<file path="config.mk">
export PLATFORM = sky130hd
export DESIGN_NAME = scan_deframer_flat
export DESIGN_NICKNAME = d
export VERILOG_FILES = /design/src/rtl/scan_deframer_pkg.sv /design/src/rtl/scan_deframer_if.sv /design/src/rtl/scan_pos_counter.sv /design/src/rtl/scan_deframer.sv /design/src/flat_wrapper.sv
export SDC_FILE = /design/constraint.sdc
export NUM_CORES = 1
export LEC_CHECK = 0
export BUFFER_PORTS_ARGS = -buffer_cell sky130_fd_sc_hd__clkbuf_2
export CORE_MARGIN = 5
export CORE_UTILIZATION = 50
export DETAILED_ROUTE_END_ITERATION = 7
export GPL_TIMING_DRIVEN = 1
export PLACE_DENSITY = 0.75
export SLEW_MARGIN = 30
export SYNTH_ARGS = -nofsm -noshare
export SYNTH_HDL_FRONTEND = slang
export SYNTH_HIERARCHICAL = 1
export SYNTH_SLANG_ARGS = --single-unit
</file>
<file path="constraint.sdc">
create_clock -name clk -period 2.8 [get_ports clk]
set_clock_uncertainty 0.15 [all_clocks]
set_input_delay 0.42 -clock clk [delete_from_list [all_inputs] [get_ports clk]]
set_output_delay 0.42 -clock clk [all_outputs]
set_load 0.01 [all_outputs]
</file>
<file path="src/rtl/scan_deframer_pkg.sv">
// Shared geometry, widths and state encoding for the scan deframer.
// Latency: none, declarations only.
// Backpressure: none. Defining BANK_SWAP_EN adds one framebuffer bank bit to AW_DEF.
package scan_pkg;
   localparam int HTOTAL_DEF = 128;
   localparam int VTOTAL_DEF = 128;
   localparam int DW_DEF     = 16;
   localparam int XW         = $clog2(HTOTAL_DEF);
   localparam int YW         = $clog2(VTOTAL_DEF);
`ifdef BANK_SWAP_EN
   localparam int BANK_W     = 1;
`else
   localparam int BANK_W     = 0;
`endif
   localparam int AW_DEF     = YW + XW + BANK_W;

   typedef enum logic {HUNT = 1'b0, LOCK = 1'b1} state_t;
endpackage

</file>
<file path="src/rtl/scan_deframer_if.sv">
// Pixel-stream input and framebuffer write port bundled for the scan deframer.
// Latency: none, wiring only.
// Backpressure: pix_ready and fb_ready form the valid/ready pairs.
interface scan_deframer_if
   import scan_pkg::*;
#(
   parameter int DW = DW_DEF,
   parameter int AW = AW_DEF
);
   logic          pix_valid;
   logic          pix_ready;
   logic          pix_sof;
   logic [DW-1:0] pix_data;
   logic          fb_ready;
   logic          fb_we;
   logic [AW-1:0] fb_addr;
   logic [DW-1:0] fb_wdata;

   // The environment drives the source beat and the framebuffer ready.
   modport master (
      output pix_valid, pix_sof, pix_data, fb_ready,
      input  pix_ready, fb_we, fb_addr, fb_wdata
   );

   // The deframer drives its input ready and the framebuffer write.
   modport slave (
      input  pix_valid, pix_sof, pix_data, fb_ready,
      output pix_ready, fb_we, fb_addr, fb_wdata
   );
endinterface

</file>
<file path="src/rtl/scan_pos_counter.sv">
// Raster (x,y) position counter with a one-cycle advance and a load of (1,0).
// Latency: the new position is visible the cycle after adv_i or load1_i.
// Backpressure: none. load1_i wins over adv_i, and both wrap naturally at full width.
module scan_pos_counter #(
   parameter int XW = 7,
   parameter int YW = 7
) (
   input  logic          clk,
   input  logic          rst,
   input  logic          adv_i,
   input  logic          load1_i,
   output logic [XW-1:0] x_o,
   output logic [YW-1:0] y_o,
   output logic          x_last_o,
   output logic          y_last_o
);
   logic [XW-1:0] x_q;
   logic [YW-1:0] y_q;

   assign x_o      = x_q;
   assign y_o      = y_q;
   assign x_last_o = &x_q;
   assign y_last_o = &y_q;

   // Move the position: restart just past the origin, or step in scan order.
   always_ff @(posedge clk or negedge rst) begin
      if (!rst) begin
         x_q <= '0;
         y_q <= '0;
      end else if (load1_i) begin
         x_q <= XW'(1);
         y_q <= '0;
      end else if (adv_i) begin
         x_q <= x_q + 1'b1;
         if (x_last_o) y_q <= y_q + 1'b1;
      end
   end
endmodule

</file>
<file path="src/rtl/scan_deframer.sv">
// Tracks raster position on a pixel stream and writes each beat to the framebuffer.
// Latency: a beat accepted in cycle N drives fb_we/fb_addr/fb_wdata from cycle N+1.
// Backpressure: one-entry write register, pix_ready = fb_ready | ~pending. BANK_SWAP_EN adds the bank MSB.
module scan_deframer
   import scan_pkg::*;
#(
   parameter int HTOTAL = HTOTAL_DEF,
   parameter int VTOTAL = VTOTAL_DEF,
   parameter int DW     = DW_DEF
) (
   input  logic            clk,
   input  logic            rst,
   scan_deframer_if.slave  bus,
   output logic            locked,
   output logic            frame_done,
   output logic            sync_err
);
   localparam int XBITS = $clog2(HTOTAL);
   localparam int YBITS = $clog2(VTOTAL);
   localparam int PW    = YBITS + XBITS;
   localparam int AW    = PW + BANK_W;

   logic [XBITS-1:0] x;
   logic [YBITS-1:0] y;
   logic             x_last, y_last;
   logic             accept, at_origin, issue;
   logic             do_write, do_load1, do_adv, lose_sync, bad_sof;
   logic [PW-1:0]    pos_d;
   logic [AW-1:0]    addr_d;
   state_t           state_q;
   logic             sync_err_q;
   logic             we_q, last_q;
   logic [AW-1:0]    addr_q;
   logic [DW-1:0]    wdata_q;

   scan_pos_counter #(.XW(XBITS), .YW(YBITS)) u_pos (
      .clk      (clk),
      .rst      (rst),
      .adv_i    (do_adv),
      .load1_i  (do_load1),
      .x_o      (x),
      .y_o      (y),
      .x_last_o (x_last),
      .y_last_o (y_last)
   );

   assign bus.pix_ready = bus.fb_ready | ~we_q;
   assign accept        = bus.pix_valid & bus.pix_ready;
   assign at_origin     = (x == '0) && (y == '0);
   assign issue         = we_q & bus.fb_ready;
   assign frame_done    = issue & last_q;
   assign sync_err      = sync_err_q;
   assign locked        = (state_q == LOCK);
   assign bus.fb_we     = we_q;
   assign bus.fb_addr   = addr_q;
   assign bus.fb_wdata  = wdata_q;

   // A start-of-frame beat always lands at (0,0); any other beat lands where the counter says.
   assign pos_d = bus.pix_sof ? '0 : {y, x};

`ifdef BANK_SWAP_EN
   logic bank_q, bank_d;
   // A beat accepted in the same cycle the last pixel issues already belongs to the next bank.
   assign bank_d = bank_q ^ frame_done;
   assign addr_d = {bank_d, pos_d};

   // Flip the bank once per completed frame.
   always_ff @(posedge clk or negedge rst) begin
      if (!rst) bank_q <= 1'b0;
      else      bank_q <= bank_d;
   end
`else
   assign addr_d = pos_d;
`endif

   // Classify the accepted beat: write, restart the counters, advance, or drop.
   always_comb begin
      do_write  = 1'b0;
      do_load1  = 1'b0;
      do_adv    = 1'b0;
      lose_sync = 1'b0;
      bad_sof   = 1'b0;
      if (accept) begin
         if (bus.pix_sof) begin
            do_write = 1'b1;
            do_load1 = 1'b1;
            bad_sof  = (state_q == LOCK) && !at_origin;
         end else if (state_q == LOCK) begin
            if (at_origin) begin
               lose_sync = 1'b1;
            end else begin
               do_write = 1'b1;
               do_adv   = 1'b1;
            end
         end
      end
   end

   // Lock state machine with a registered sync-error pulse.
   always_ff @(posedge clk or negedge rst) begin
      if (!rst) begin
         state_q    <= HUNT;
         sync_err_q <= 1'b0;
      end else begin
         sync_err_q <= bad_sof | lose_sync;
         if (lose_sync)     state_q <= HUNT;
         else if (do_load1) state_q <= LOCK;
      end
   end

   // One-entry write register, held until the framebuffer takes it.
   always_ff @(posedge clk or negedge rst) begin
      if (!rst) begin
         we_q    <= 1'b0;
         last_q  <= 1'b0;
         addr_q  <= '0;
         wdata_q <= '0;
      end else if (do_write) begin
         we_q    <= 1'b1;
         last_q  <= !bus.pix_sof && x_last && y_last;
         addr_q  <= addr_d;
         wdata_q <= bus.pix_data;
      end else if (issue) begin
         we_q    <= 1'b0;
         last_q  <= 1'b0;
      end
   end
endmodule

</file>
<file path="src/flat_wrapper.sv">
// flat-port wrapper written by rule: the top's interface ports become plain ports
module scan_deframer_flat import scan_pkg::*;
#(
   parameter int HTOTAL = HTOTAL_DEF,
   parameter int VTOTAL = VTOTAL_DEF,
   parameter int DW     = DW_DEF
)
  (clk, rst, locked, frame_done, sync_err, bus_pix_valid, bus_pix_sof, bus_pix_data, bus_fb_ready, bus_pix_ready, bus_fb_we, bus_fb_addr, bus_fb_wdata);
  scan_deframer_if #(.DW(DW)) bus_i ();
  input  logic clk;
  input  logic rst;
  output logic locked;
  output logic frame_done;
  output logic sync_err;
  input wire logic [$bits(bus_i.pix_valid)-1:0] bus_pix_valid;
  input wire logic [$bits(bus_i.pix_sof)-1:0] bus_pix_sof;
  input wire logic [$bits(bus_i.pix_data)-1:0] bus_pix_data;
  input wire logic [$bits(bus_i.fb_ready)-1:0] bus_fb_ready;
  output wire logic [$bits(bus_i.pix_ready)-1:0] bus_pix_ready;
  output wire logic [$bits(bus_i.fb_we)-1:0] bus_fb_we;
  output wire logic [$bits(bus_i.fb_addr)-1:0] bus_fb_addr;
  output wire logic [$bits(bus_i.fb_wdata)-1:0] bus_fb_wdata;
  assign bus_i.pix_valid = bus_pix_valid;
  assign bus_i.pix_sof = bus_pix_sof;
  assign bus_i.pix_data = bus_pix_data;
  assign bus_i.fb_ready = bus_fb_ready;
  assign bus_pix_ready = bus_i.pix_ready;
  assign bus_fb_we = bus_i.fb_we;
  assign bus_fb_addr = bus_i.fb_addr;
  assign bus_fb_wdata = bus_i.fb_wdata;
  scan_deframer #(.HTOTAL(HTOTAL), .VTOTAL(VTOTAL), .DW(DW)) u_core (.clk(clk), .rst(rst), .bus(bus_i), .locked(locked), .frame_done(frame_done), .sync_err(sync_err));
endmodule
</file>
== Yosys cells after proc, flatten, opt, wreduce, memory -nomap -nowiden ==
Cells that the tools add are included.
Storage, ports and cells
  bits in registers: 48
  latch bits: 0
  RAM bits: 0
  memory bits (read-only): 0
  bits of input ports: 21
  output and inout port bits: 35
  logic and storage cells: 56
  memories: 0
Operators by class
  add/sub/neg operators: 2
  $mul: 0
  div/mod/pow operators: 0
  magnitude comparators: 0
  eq/ne operators: 0
  shift-type cells: 0
  multiplexer cells: 25
  bitwise operators: 6
  reductions and logical operators: 15
Operator list (number)
  $mux W7: 5
  $mux W1: 19
  $add A7 B1 Y7 const B: 2
  $logic_not A7 Y1: 2
  $mux W14: 1
  $reduce_and A7 Y1: 2
  $reduce_bool A2 Y1: 4
  $logic_and A1 B1 Y1: 4
  $and A1 B1 Y1: 3
  $logic_not A1 Y1: 2
  $or A1 B1 Y1: 2
  $reduce_and A2 Y1: 1
  $not A1 Y1: 1

== Logic depth before layout (Yosys ltp) ==
Gate-level depths: netlist of the first run.
  word-level depth: 8
  depth in mapped cells: 8
  depth with buffers taken out: 6

== Hierarchy ==
Netlist of the first run, hierarchy kept.
Modules (own cells, without submodules)
  scan_deframer: instances 1, cells each 90, area an instance 1408.9 um^2, seq. area each 850.8 um^2
  scan_pos_counter: instances 1, cells each 76, area an instance 742.0 um^2, seq. area each 350.3 um^2

== Worst setup path before layout of the first run ==
Ideal clock, no wire load.
  path type: input -> register
  from: in bus_fb_ready
  to: reg u_core.u_pos.y_q[5] (netlist: u_core/u_pos/y_o[5])
  data arrival time: 2033 ps
  data required time: 2525 ps
  setup slack: 492 ps
  cell stages on the path: 7
  buffers on the path: 1
  path through: nand2b_1 -> nand3_1 -> nor3b_2 -> buf_6 -> nand4_4 -> nor4_1 -> mux2_2
Between the ends
  cells in the longest elaborated chain, start to end: 5
  elaborated cells between the ends (all ways): 8
  those cells by class: mux: 3; bitwise: 2; reduce/logical: 3
Ends and longest elaborated chain
  start, declared: line flat_wrapper.sv:18  | input wire logic [$bits(bus_i.fb_ready)-1:0] bus_fb_ready;
  $or A1 B1 Y1: line scan_deframer.sv:47  | assign bus.pix_ready = bus.fb_ready | ~we_q;
  $and A1 B1 Y1: line scan_deframer.sv:48  | assign accept = bus.pix_valid & bus.pix_ready;
  $mux W1: line scan_deframer.sv:83  | if (accept) begin
  net u_core.do_adv: line scan_deframer.sv:27  | logic do_write, do_load1, do_adv, lose_sync, bad_sof;
  $reduce_bool A2 Y1 (no source line)
  $reduce_and A2 Y1 (no source line)
  end signal, assigned: line scan_pos_counter.sv:35  | if (x_last_o) y_q <= y_q + 1'b1;
  end, declared: line scan_pos_counter.sv:18  | logic [YW-1:0] y_q;
The timed path passes the listed nets, and every way through them passes these cells.
A chain may end at the register's enable or synchronous reset.

== Worst setup path in the final report of the first run ==
  from: reg u_core.u_pos.x_q[2] (netlist: u_core/u_pos/x_o[2])
  to: reg u_core.u_pos.x_q[5] (netlist: u_core/u_pos/x_o[5])
Between the ends
  cells in the longest elaborated chain, start to end: 7
  elaborated cells between the ends (all ways): 10
  those cells by class: add/sub: 1; mux: 6; reduce/logical: 3
Ends and longest elaborated chain
  start, declared: line scan_pos_counter.sv:17  | logic [XW-1:0] x_q;
  start signal, assigned: line scan_pos_counter.sv:34  | x_q <= x_q + 1'b1;
  $logic_not A7 Y1: line scan_deframer.sv:49  | assign at_origin = (x == '0) && (y == '0);
  $logic_and A1 B1 Y1: line scan_deframer.sv:49
  $mux W1: line scan_deframer.sv:89  | if (at_origin) begin
  $mux W1: line scan_deframer.sv:88  | end else if (state_q == LOCK) begin
  $mux W1: line scan_deframer.sv:84  | if (bus.pix_sof) begin
  $mux W1: line scan_deframer.sv:83
  $reduce_bool A2 Y1 (no source line)
Parallel ways exist; a longest one is shown, timed or not. The select of a mux whose other input is x is not followed.

==> out/results.txt, run 1 <==
The number of distinct library cells after synthesis was 37; the post-synth net total was 189. Wire length of the first global-routing pass: 7.06 mm. Measured along the x axis, the die boundary spans 75.6 um. Entering global routing, the biggest net connects 32 pins. Summed over all layers, the routed wires come to 4.37 mm.

Cell type contributing the most total cell area after synthesis: dfrtp_1. Of the cells placed in the final design, the portion with a size suffix greater than 1 is 39.9%. The total area inside the core boundary comes to 0.00409 sq mm. Starting density of the core: 52.6%. The tool flagged a number of max-cap violations equal to 0.

The number of sinks on the clock net was 48; the number of CTS-inserted buffers was 5. For this run, the detailed router's first-pass iteration total came to 4. The synthesized design contains 0 enable-type register cells. From synthesis to final layout, the design area changed by 19.1%. IR analysis of the VDD net gives a maximum drop of 0.349 mV. At the end of routability-driven placement, the weighted congestion stood at 0.753. Type of element capturing the critical path: a flip-flop. The headroom to the max-slew limit is 71.4%, and the residual DRC count is 0. At the later pin of the worst-skew pair, clock insertion delay measures 300 ps. The library cells used most frequently in the layout, excluding fill and tap cells, are 55 x clkbuf_2, 48 x dfrtp_1, 14 x a22o_1.

By area the synthesized netlist is led by dfrtp_1 56%, mux2_4 7.0%, a22o_1 5.7%. The run gives 250 as the count of nets after finishing. The type of the worst setup path is reg -> reg.

Final hold analysis gives a worst-case slack of 178 ps. The filler cell count in the final layout was 341. The number of port buffers came out at 55. The logs give 1508 for the number of vias after detailed routing and 94 for the number of violations reported at the end of detailed-routing iteration 0. Cells fill 62.7% of the core in the end.

Count of state elements after synthesis: 48. In this run the biggest area consumer among cell types represents 55.8% of the synthesized area. The mapped netlist covers 0.00215 sq mm.

After detailed routing, the average wire length per cell comes to 15.7 um. The total of warnings raised by yosys is 6, and the summed negative setup slack over all endpoints is 0 ps. Via count of the first global-routing pass: 1448. The longest clock path from root to sink contains 2 buffers. Setup violations remaining at the end of the flow were counted as 0. Clock input transition at the sequential cells of the worst setup and hold paths: 80 ps. The total die area came out at 0.00571 sq mm. Number of hold-slack violations in the final timing report: 0. The fmax was 427 MHz. TritonCTS built the clock tree. The run finished with clean final reports. Among all flip-flop cells after synthesis, the most frequent one is dfrtp_1.

In this run the post-CTS setup repair buffer count came out at 0. Initial antenna violation count: 0. The initialized floorplan defines 23 standard-cell rows. Setup slack on the critical path of the routed design comes to 459 ps. For the sequential share of the synthesized area, the log shows 55.8%. The count of pins on the block boundary was 56; the total chip power was 2.06 mW. Setup repair after global routing left no endpoint under its margin. Async set-or-reset flop fraction in the synthesized netlist: 100%. The per-cell via count in the routed design is 5.42, and the final critical-path share of the clock period is 83.6%.

The run gives 0 as the count of pins over their slew limit. In this run the worst path has a maximum fanout of 18. For flop-to-flop paths, the worst setup slack is 460 ps. The H-tree generated during clock tree synthesis spans 2 levels. Static power due to leakage: 1.26 nW.

The library cell used most frequently in the layout, excluding fill and tap cells, is clkbuf_2. STA classifies the critical path startpoint as a flip-flop. Once detail routing completed, the nets flagged for antenna violations numbered 0. In this run the clock root is driven by a clkbuf_8.

The total overflow left after global routing is 0. For the data arrival time of the worst path, the log shows 2420 ps. The vertical extent of the die was 75.6 um.

The run gives 2880 ps as the data required time at the worst endpoint. The worst setup slack before clock tree synthesis is 410 ps, and the post-synthesis area per instance is 13.0 sq um. Transition at the pin with the smallest max-transition slack: 429 ps. The class of the tightest hold or removal check is in -> reg. The power density normalized to cell area works out to 804 mW/mm^2. In the global route stage, overall resource usage came out at 16.5%. The shortest period the worst path allows is 2340 ps. The number of antenna cells inserted was 0. Summed over all nets, the half-perimeter wirelength after detailed placement is 3.17 mm. Counting every instance in the synthesized netlist gives 166.
worst max-delay path, stage by stage (launching register included):
cell,delay (ps)
dfrtp_1,530
nor4_2,100
nand4_2,180
nor3b_2,310
buf_4,300
nand4_1,180
or3_1,380
a21oi_1,150
cell type report:
class | count | area (sq um) | share of cell area (%)
multi-input cells | 108 | 871 | 34.0
clock inverters | 1 | 7.51 | 0.293
repair buffers | 61 | 323 | 12.6
flip-flops and latches | 48 | 1200 | 46.9
well taps | 50 | 62.6 | 2.44
inverters | 3 | 11.3 | 0.439
clock buffers | 7 | 86.3 | 3.37
Yosys cell counts (2+ instances only):
cell	instances
inv_1	3
dfrtp_1	48
mux2_1	4
nor2_1	9
xor2_1	3
a21oi_1	8
o21ai_0	5
and3_1	2
ha_1	2
nand3_1	5
mux2_4	10
or3_1	3
a22o_1	14
or4_1	3
nand2_1	10
buf_6	2
nor4_1	2
nor4_2	3
o31ai_1	3
buf_4	4
mux2_2	4
nand2b_1	3
mux2i_1	2
state kept, by name, summed over array words and instances, names as in the netlist:
register	count
u_core/sync_err	1
u_core/u_pos/x_o	7
u_core/u_pos/y_o	7
u_core/bus.fb_addr	14
u_core/bus.fb_we	1
u_core/last_q	1
u_core/locked	1
u_core/bus.fb_wdata	16
what timing repair did:
action | 4_1_cts | 5_1_grt
hold endpoints to repair | 17 | 0
resized for setup | 0 | 0
hold buffers | 1 | 0
endpoints found under the setup margin | 0 | 0
cells by family (layout without fill, tap and decap cells):
| logic type | count (synthesis) | after routing | share of synthesized area, % |
|---|---|---|---|
| AO/OA/AOI/OAI | 32 | 32 | 11.0 |
| AND/OR/NAND/NOR | 50 | 50 | 14.6 |
| multiplexers | 20 | 20 | 12.1 |
| flip-flops | 48 | 48 | 55.8 |
| adder cells (fa/ha/maj) | 2 | 2 | 1.16 |
| buffers and inverters | 10 | 72 | 3.66 |
| XOR/XNOR | 4 | 4 | 1.63 |
per-stage QoR:
| stage | instance area (sq um) | std cells |
|---|---|---|
| 3_3_place_gp | 2460 | 269 |
| 4_1_cts | 2560 | 278 |
| 3_5_place_dp | 2460 | 269 |
| 2_1_floorplan | 2150 | 166 |
| 6_report | 2560 | 278 |
| 5_1_grt | 2560 | 278 |
routing by layer:
| metal | part of all wire (%) | GRT usage (%) | routed length (um) | vias to the layer above |
|---|---|---|---|---|
| met5 | 0 | 0 | 0 | - |
| met4 | 1.3 | 5.24 | 57 | 0 |
| met3 | 5.7 | 4.88 | 250 | 6 |
| met2 | 46 | 25.4 | 2010 | 37 |
| met1 | 47 | 22.6 | 2050 | 740 |
| li1 | - | - | - | 725 |
worst paths after layout:
path	startpoint	endpoint	depth (start not counted)
min	bus_pix_data[12]	u_core/bus.fb_wdata[12]	2
max in group asynchronous	rst	u_core/bus.fb_addr[9]	3
max reg2reg	u_core/u_pos/x_o[2]	u_core/u_pos/x_o[5]	7
min in group asynchronous	rst	u_core/bus.fb_wdata[6]	2
min reg2reg	u_core/bus.fb_wdata[12]	u_core/bus.fb_wdata[12]	1
max	u_core/u_pos/x_o[2]	u_core/u_pos/x_o[5]	7
power by group:
part           internal [mW]  switching, mW
registers              0.856          0.116
clock network          0.201          0.220
logic                  0.340          0.327
Power figures use the tool's default switching activity.
==> run 2: changes to the inputs <==
- CORE_UTILIZATION: 50 -> 47
- PLACE_DENSITY: 0.75 -> 0.74
- clock period: 2.8 -> 1.9 ns (I/O delays scaled with it)
==> run 2 against run 1 <==
  * Clock power is 70% higher
  * Highest routed layer unchanged
  * Sequential share of layout area is 6.9 points lower
  * Global-route usage is 1.2 points higher
  * Utilization is 6.0 points higher
  * Total power is 66% higher
  * Die area is 5.5% higher
  * Register-to-register slack worse by 570 ps
  * The flow now finishes with violations (negative setup slack)
  * Setup slack worse by 570 ps
  * Hold slack worse by 130 ps
  * Routed wire length is 14% higher
==> out/results.txt, run 2 (same netlist as run 1, synthesis figures left out) <==
The count of nets after finishing is 284. The tools report the core area as 0.00438 sq mm. The data arrival time of the worst path was 2040 ps; the per-cell via count in the routed design was 5.43. Summed over all cells, the static leakage comes to 1.51 nW. The run gives 0.455 mV as the maximum VDD drop. In the layout the commonest cells are 55 x clkbuf_2, 45 x dfrtp_1, 27 x buf_4.

The die covers 0.00603 sq mm. The initial antenna violation count is 0. Clock latency on the worst-skew pair, taken at its later pin, is 300 ps. The first-pass detailed-route iteration total is 4.

Buffer cell driving the clock tree root: clkbuf_8. The type of the worst setup path is reg -> reg. On the final layout, the worst hold slack is 43.7 ps. Class of the tightest hold or removal check: in -> reg. The wire length per cell after detailed routing is 15.9 um, and the area taken by flip-flops and latches is 0.00120 sq mm. Before CTS, the worst setup slack after placement is -105 ps. In the global route stage, overall resource usage came out at 17.7%.

For this block, the routed nets add up to 4.98 mm of wire. The checks that failed: negative setup slack. The flow ran to the end, but the final reports show violations.

The post-route antenna net violation count came out at 0. Headroom to the max-slew limit came out at 63.4%. STA puts the critical path data required time at 1940 ps.

The layout has 329 filler cells. Once detailed placement completed, the half-perimeter wirelength came to 3.54 mm. The vertical extent of the die came out at 77.6 um.

The logs give 0 for the residual DRC count and 498 MHz for the fmax. The clock tree buffer depth came out at 2. Summing over every cut layer, the via total after detailed routing is 1705. The clock input transition at the sequential cells of the worst setup and hold paths came out at 90 ps.

The tools report the wire length of the first global-routing pass as 8.48 mm. The setup check on the worst reg-to-reg path leaves a slack of -110 ps. The tools report the number of sinks on the clock net as 48. The most common library cell in the layout ignoring fill and taps is clkbuf_2.

At the pin with the least slew margin, the transition time is 548 ps. The post-route netlist has 52.7% of its cells at a drive strength greater than 1. Area added between synthesis and finish: 40.0%. The run gives 0 as the count of pins over their slew limit. Setup repair after global routing could not meet its margin everywhere. For the worst path setup slack after routing, the log shows -106 ps. The number of antenna cells inserted is 0. In this run the number of H-tree levels came out at 2. TritonCTS built the clock tree. Shortest period the worst path allows: 2010 ps. Row generation in the floorplan step produced 24 rows. The number of clock buffers added by TritonCTS is 5.

The final critical path takes up 106% of the cycle. Port buffering added 55 buffers. After global routing the overflow that remains totals 0. In the final layout, the multi-input gates occupy 952 sq um. The run gives 0 as the number of hold-slack violations in the final timing report.

Number of violations reported at the end of detailed-routing iteration 0: 93. The critical-path maximum fanout works out to 5. The register with the most flip-flops in the layout has 16 of them. The starting density of the core is 49.1%. The run gives 39 as the total setup violations reported at the end of the flow.

The maximum number of pins on one net before global-route repair is 22, and the power density normalized to cell area is 1140 mW/mm^2. Max-cap violations in this run came to 0. The startpoint kind of the worst setup timing path was a flip-flop. The count of pins on the block boundary is 56, and the via count of the first global-routing pass is 1747. Routability-driven placement finished with a final weighted congestion of 0.809. The horizontal extent of the die was 77.6 um. The tools report the type of element capturing the critical path as a flip-flop.
run 2: where the power goes:
group	total, mW	switching, mW	internal, mW
clock network	0.714	0.323	0.391
logic	1.31	0.591	0.716
registers	1.40	0.137	1.27
total	3.42	1.05	2.37
run 2: path summary, 6_finish.rpt:
| path | from | end | depth (start not counted) |
|---|---|---|---|
| min in group asynchronous | rst | u_core/bus.fb_wdata[6] | 2 |
| max in group asynchronous | rst | u_core/u_pos/x_o[3] | 3 |
| max | u_core/u_pos/x_o[4] | u_core/u_pos/y_o[6] | 7 |
| min reg2reg | u_core/bus.fb_wdata[12] | u_core/bus.fb_wdata[12] | 1 |
| max reg2reg | u_core/u_pos/x_o[4] | u_core/u_pos/y_o[6] | 7 |
| min | bus_pix_data[14] | u_core/bus.fb_wdata[14] | 2 |
run 2: area by class of cell:
class,instances,area share (%)
multi-input combinational,108,31.6
clock inverter,2,1.16
clock buffer,6,2.41
timing repair buffer,95,22.3
inverter,3,0.374
sequential,48,40.0
tap,52,2.16
run 2: metal layers:
| layer | part of all wire (%) | global-route usage [%] | up-vias |
|---|---|---|---|
| met1 | 43 | 23.1 | 845 |
| met3 | 6.2 | 4.28 | 4 |
| li1 | - | - | 798 |
| met5 | 0 | 0 | - |
| met4 | 1.1 | 5.67 | 0 |
| met2 | 49 | 29.0 | 58 |
run 2: timing repair:
item,CTS,global route
endpoints found under the setup margin,39,45
resized for setup,14,4
buffers inserted,8,2
hold buffers,1,0
pin swaps,19,2
gates cloned,0,0
hold endpoints to repair,19,0
run 2: worst max-delay path, cell delays in order, from the launching register on:
cell and delay, ps:
dfrtp_1 410, nor4_2 70, nand4_2 130, nor3b_4 280, nand4_4 180, buf_6 170, nor4_2 140, mux2_2 360
run 2: through the flow:
stage | power (mW) | TNS (ps) | util [%] | cells | instance area (sq um)
after floorplan | 2.12 | -837 | - | 166 | 2200
after global placement | 2.57 | -791 | 62.1 | 295 | 2720
after detailed placement | 2.60 | -1920 | 62.1 | 295 | 2720
after CTS | 3.44 | -1870 | 67.9 | 312 | 2980
after global routing | 3.61 | -4920 | 68.7 | 314 | 3010
final | 3.42 | -1640 | 68.7 | 314 | 3010
==> run 3: changes to the inputs <==
- CORE_ASPECT_RATIO: unset -> 1.25
==> run 3 against run 2 <==
  * The flow still finishes with violations (negative setup slack)
  * Total power fell by 1.7%
  * Fmax about the same
  * First-iteration DRC count grew 28%
  * Hold slack better by 7.2 ps
  * Setup slack better by 0.65 ps
  * Combinational power about the same
  * Sequential power hardly changed
  * Via count rose by 1.0%
  * Sequential cell count did not move
  * Global-route usage is 0.90 points higher
  * Largest cell class unchanged
==> out/results.txt, run 3 (same netlist as run 1, synthesis figures left out) <==
Counting I/O delays and the setup requirement, the final critical path takes 2010 ps. For the total die area, the log shows 0.00604 sq mm. The initial antenna violation count is 0, and the fmax is 499 MHz. The detailed router finished its first iteration with 119 violations.

TritonCTS built the clock tree. The run gives 2 as the deepest level of the CTS H-tree. The total global routing track utilization came out at 18.6%. Clock-pin slew was measured on the worst setup and hold paths at 90 ps. The later pin in the worst-skew pair is clocked with a latency of 300 ps. The worst hold path was traced through 2 stages. Total setup violations reported at the end of the flow: 24. Once layout is complete, the utilization of the core stands at 68.5%. The detailed-route wire length was 5.35 mm. For the worst flop-to-flop path, the logic depth is 7. Dividing total power by cell area gives a power density of 1110 mW/mm^2. In this run the vertical extent of the chip is 85.6 um. For the summed negative setup slack over all endpoints, the log shows -1150 ps. The worst setup path is launched from a flip-flop. The checks that failed: negative setup slack.

The critical path goes through nand2b_4 > nand3_4 > nor3b_4 > buf_4 > nand4_4 > or4_1 > a21oi_1. The core region is 0.00443 sq mm. The horizontal extent of the die works out to 70.5 um.

Cell row count: 27. The flow ran to the end, but the final reports show violations. The register with the most flip-flops in the layout has 16 of them. At the worst endpoint, the arrival time is 2080 ps. The number of hold-slack violations in the final timing report was 0. The number of port buffers was 55; the weighted congestion at the end of routability-driven global placement was 0.753. Entering global routing, the biggest net connects 21 pins. Of all nets on the critical path, the largest fanout is 4. The critical path in this run is classified as reg -> reg.

The via count of the first global-routing pass was 1766. The tools report the type of element capturing the critical path as a flip-flop. 56 I/O pins were placed. From synthesis to final layout, the design area changed by 41.0%. For this design, the sink count on the clock tree is 48. Dividing the detail-routed wire length by the instance count gives 16.4 um. In this run the static leakage power is 1.52 nW.

The clock tree buffer depth was 2; the final critical-path share of the clock period was 106%. Leaving out fill and tap cells, the most frequent cell in the layout is clkbuf_2. The worst path setup slack after routing came out at -106 ps. Setup repair after global routing could not meet its margin everywhere. The fraction of final layout cells sized beyond drive strength 1 works out to 54.7%. The slowest stage of the critical path belongs to the cell or4_1. TritonCTS created 5 clock buffers.

The tree is rooted in a clkbuf_8. Data on the critical path is required at its endpoint by 1980 ps. The per-cell via count in the routed design is 5.30, and the starting density of the core is 48.6%.

After legalization and detailed placement, the total HPWL measured 3.79 mm. The count of pins over their slew limit was 0; the number of antenna cells inserted was 0. Across the VDD grid, the largest voltage drop is 0.569 mV. The post-route antenna net violation count was 0. Counting tap cells, the placed design contains a total of 304 instances. The delay contributed by the slowest stage of the critical path was 530 ps; the first-pass detailed-route iteration total was 4.

Headroom to the max-slew limit: 68.0%. After global routing the overflow that remains totals 0. The tools report the residual DRC count as 0. The detailed router placed 1722 vias in this run. The library cells used most frequently in the layout, excluding fill and tap cells, are 55 x clkbuf_2, 45 x dfrtp_1, 36 x buf_4. Max-cap violations in this run came to 0. Post-route non-filler standard cell count: 325. The class of the tightest hold or removal check is in -> reg. The final layout contains 289 nets.

Transition at the pin with the smallest max-transition slack: 479 ps. The first global-routing pass estimated 8.74 mm of wire.
## run 3: critical path, delay by kind of cell (launching register included)
kind                   cells  cell delay, ps
flip-flops                 1             430
buffers and inverters      1             160
AO/OA/AOI/OAI              1             130
AND/OR/NAND/NOR            5            1040
## run 3: layer usage
metal	routed length (um)	up-vias	GRT usage, %
met5	0	-	0
li1	-	811	-
met2	2700	63	31.9
met3	345	12	4.34
met4	138	0	8.01
met1	2170	836	22.1
## run 3: through the flow
step                total power, mW  area (sq um)  setup WS, ps  hold WS (ps)
floorplan                      2.12          2200          -114          -161
finish                         3.36          3030          -106          50.9
global placement               2.61          2740         -34.7           101
detailed placement             2.65          2740          -100           106
global route                   3.57          3030          -191          48.0
CTS                            3.38          2950         -77.2          35.2
## run 3: path summary, 6_finish.rpt
kind | start | endpoint | slack (ps)
setup / recovery | u_core/bus.fb_we | u_core/u_pos/y_o[3] | -110
hold / removal | bus_pix_data[14] | u_core/bus.fb_wdata[14] | 50
setup reg to reg | u_core/bus.fb_we | u_core/u_pos/y_o[3] | -110
hold reg to reg | u_core/bus.fb_addr[8] | u_core/bus.fb_addr[8] | 360
max in group asynchronous | rst | u_core/u_pos/x_o[2] | 650
min in group asynchronous | rst | u_core/bus.fb_wdata[0] | 310
## run 3: cell type report
type / instances / area (sq um)
well taps: 58 / 72.6
clock inverters: 2 / 15.0
multi-input cells: 109 / 993
repair buffers: 99 / 652
fillers: 315 / 1390
inverters: 3 / 11.3
flip-flops and latches: 48 / 1200
clock buffers: 6 / 82.6
## run 3: repair_timing
item,in CTS,in global routing
gates cloned,1,0
pin swaps,21,13
endpoints found under the hold margin,18,0
resized for setup,8,12
setup endpoints to repair,22,45
setup buffers,7,6
hold buffers,1,0
## run 3: where the power goes
group / internal [mW] / switching (mW)
clock: 0.295 / 0.338
combinational: 0.714 / 0.614
sequential: 1.27 / 0.139
total: 2.27 / 1.09
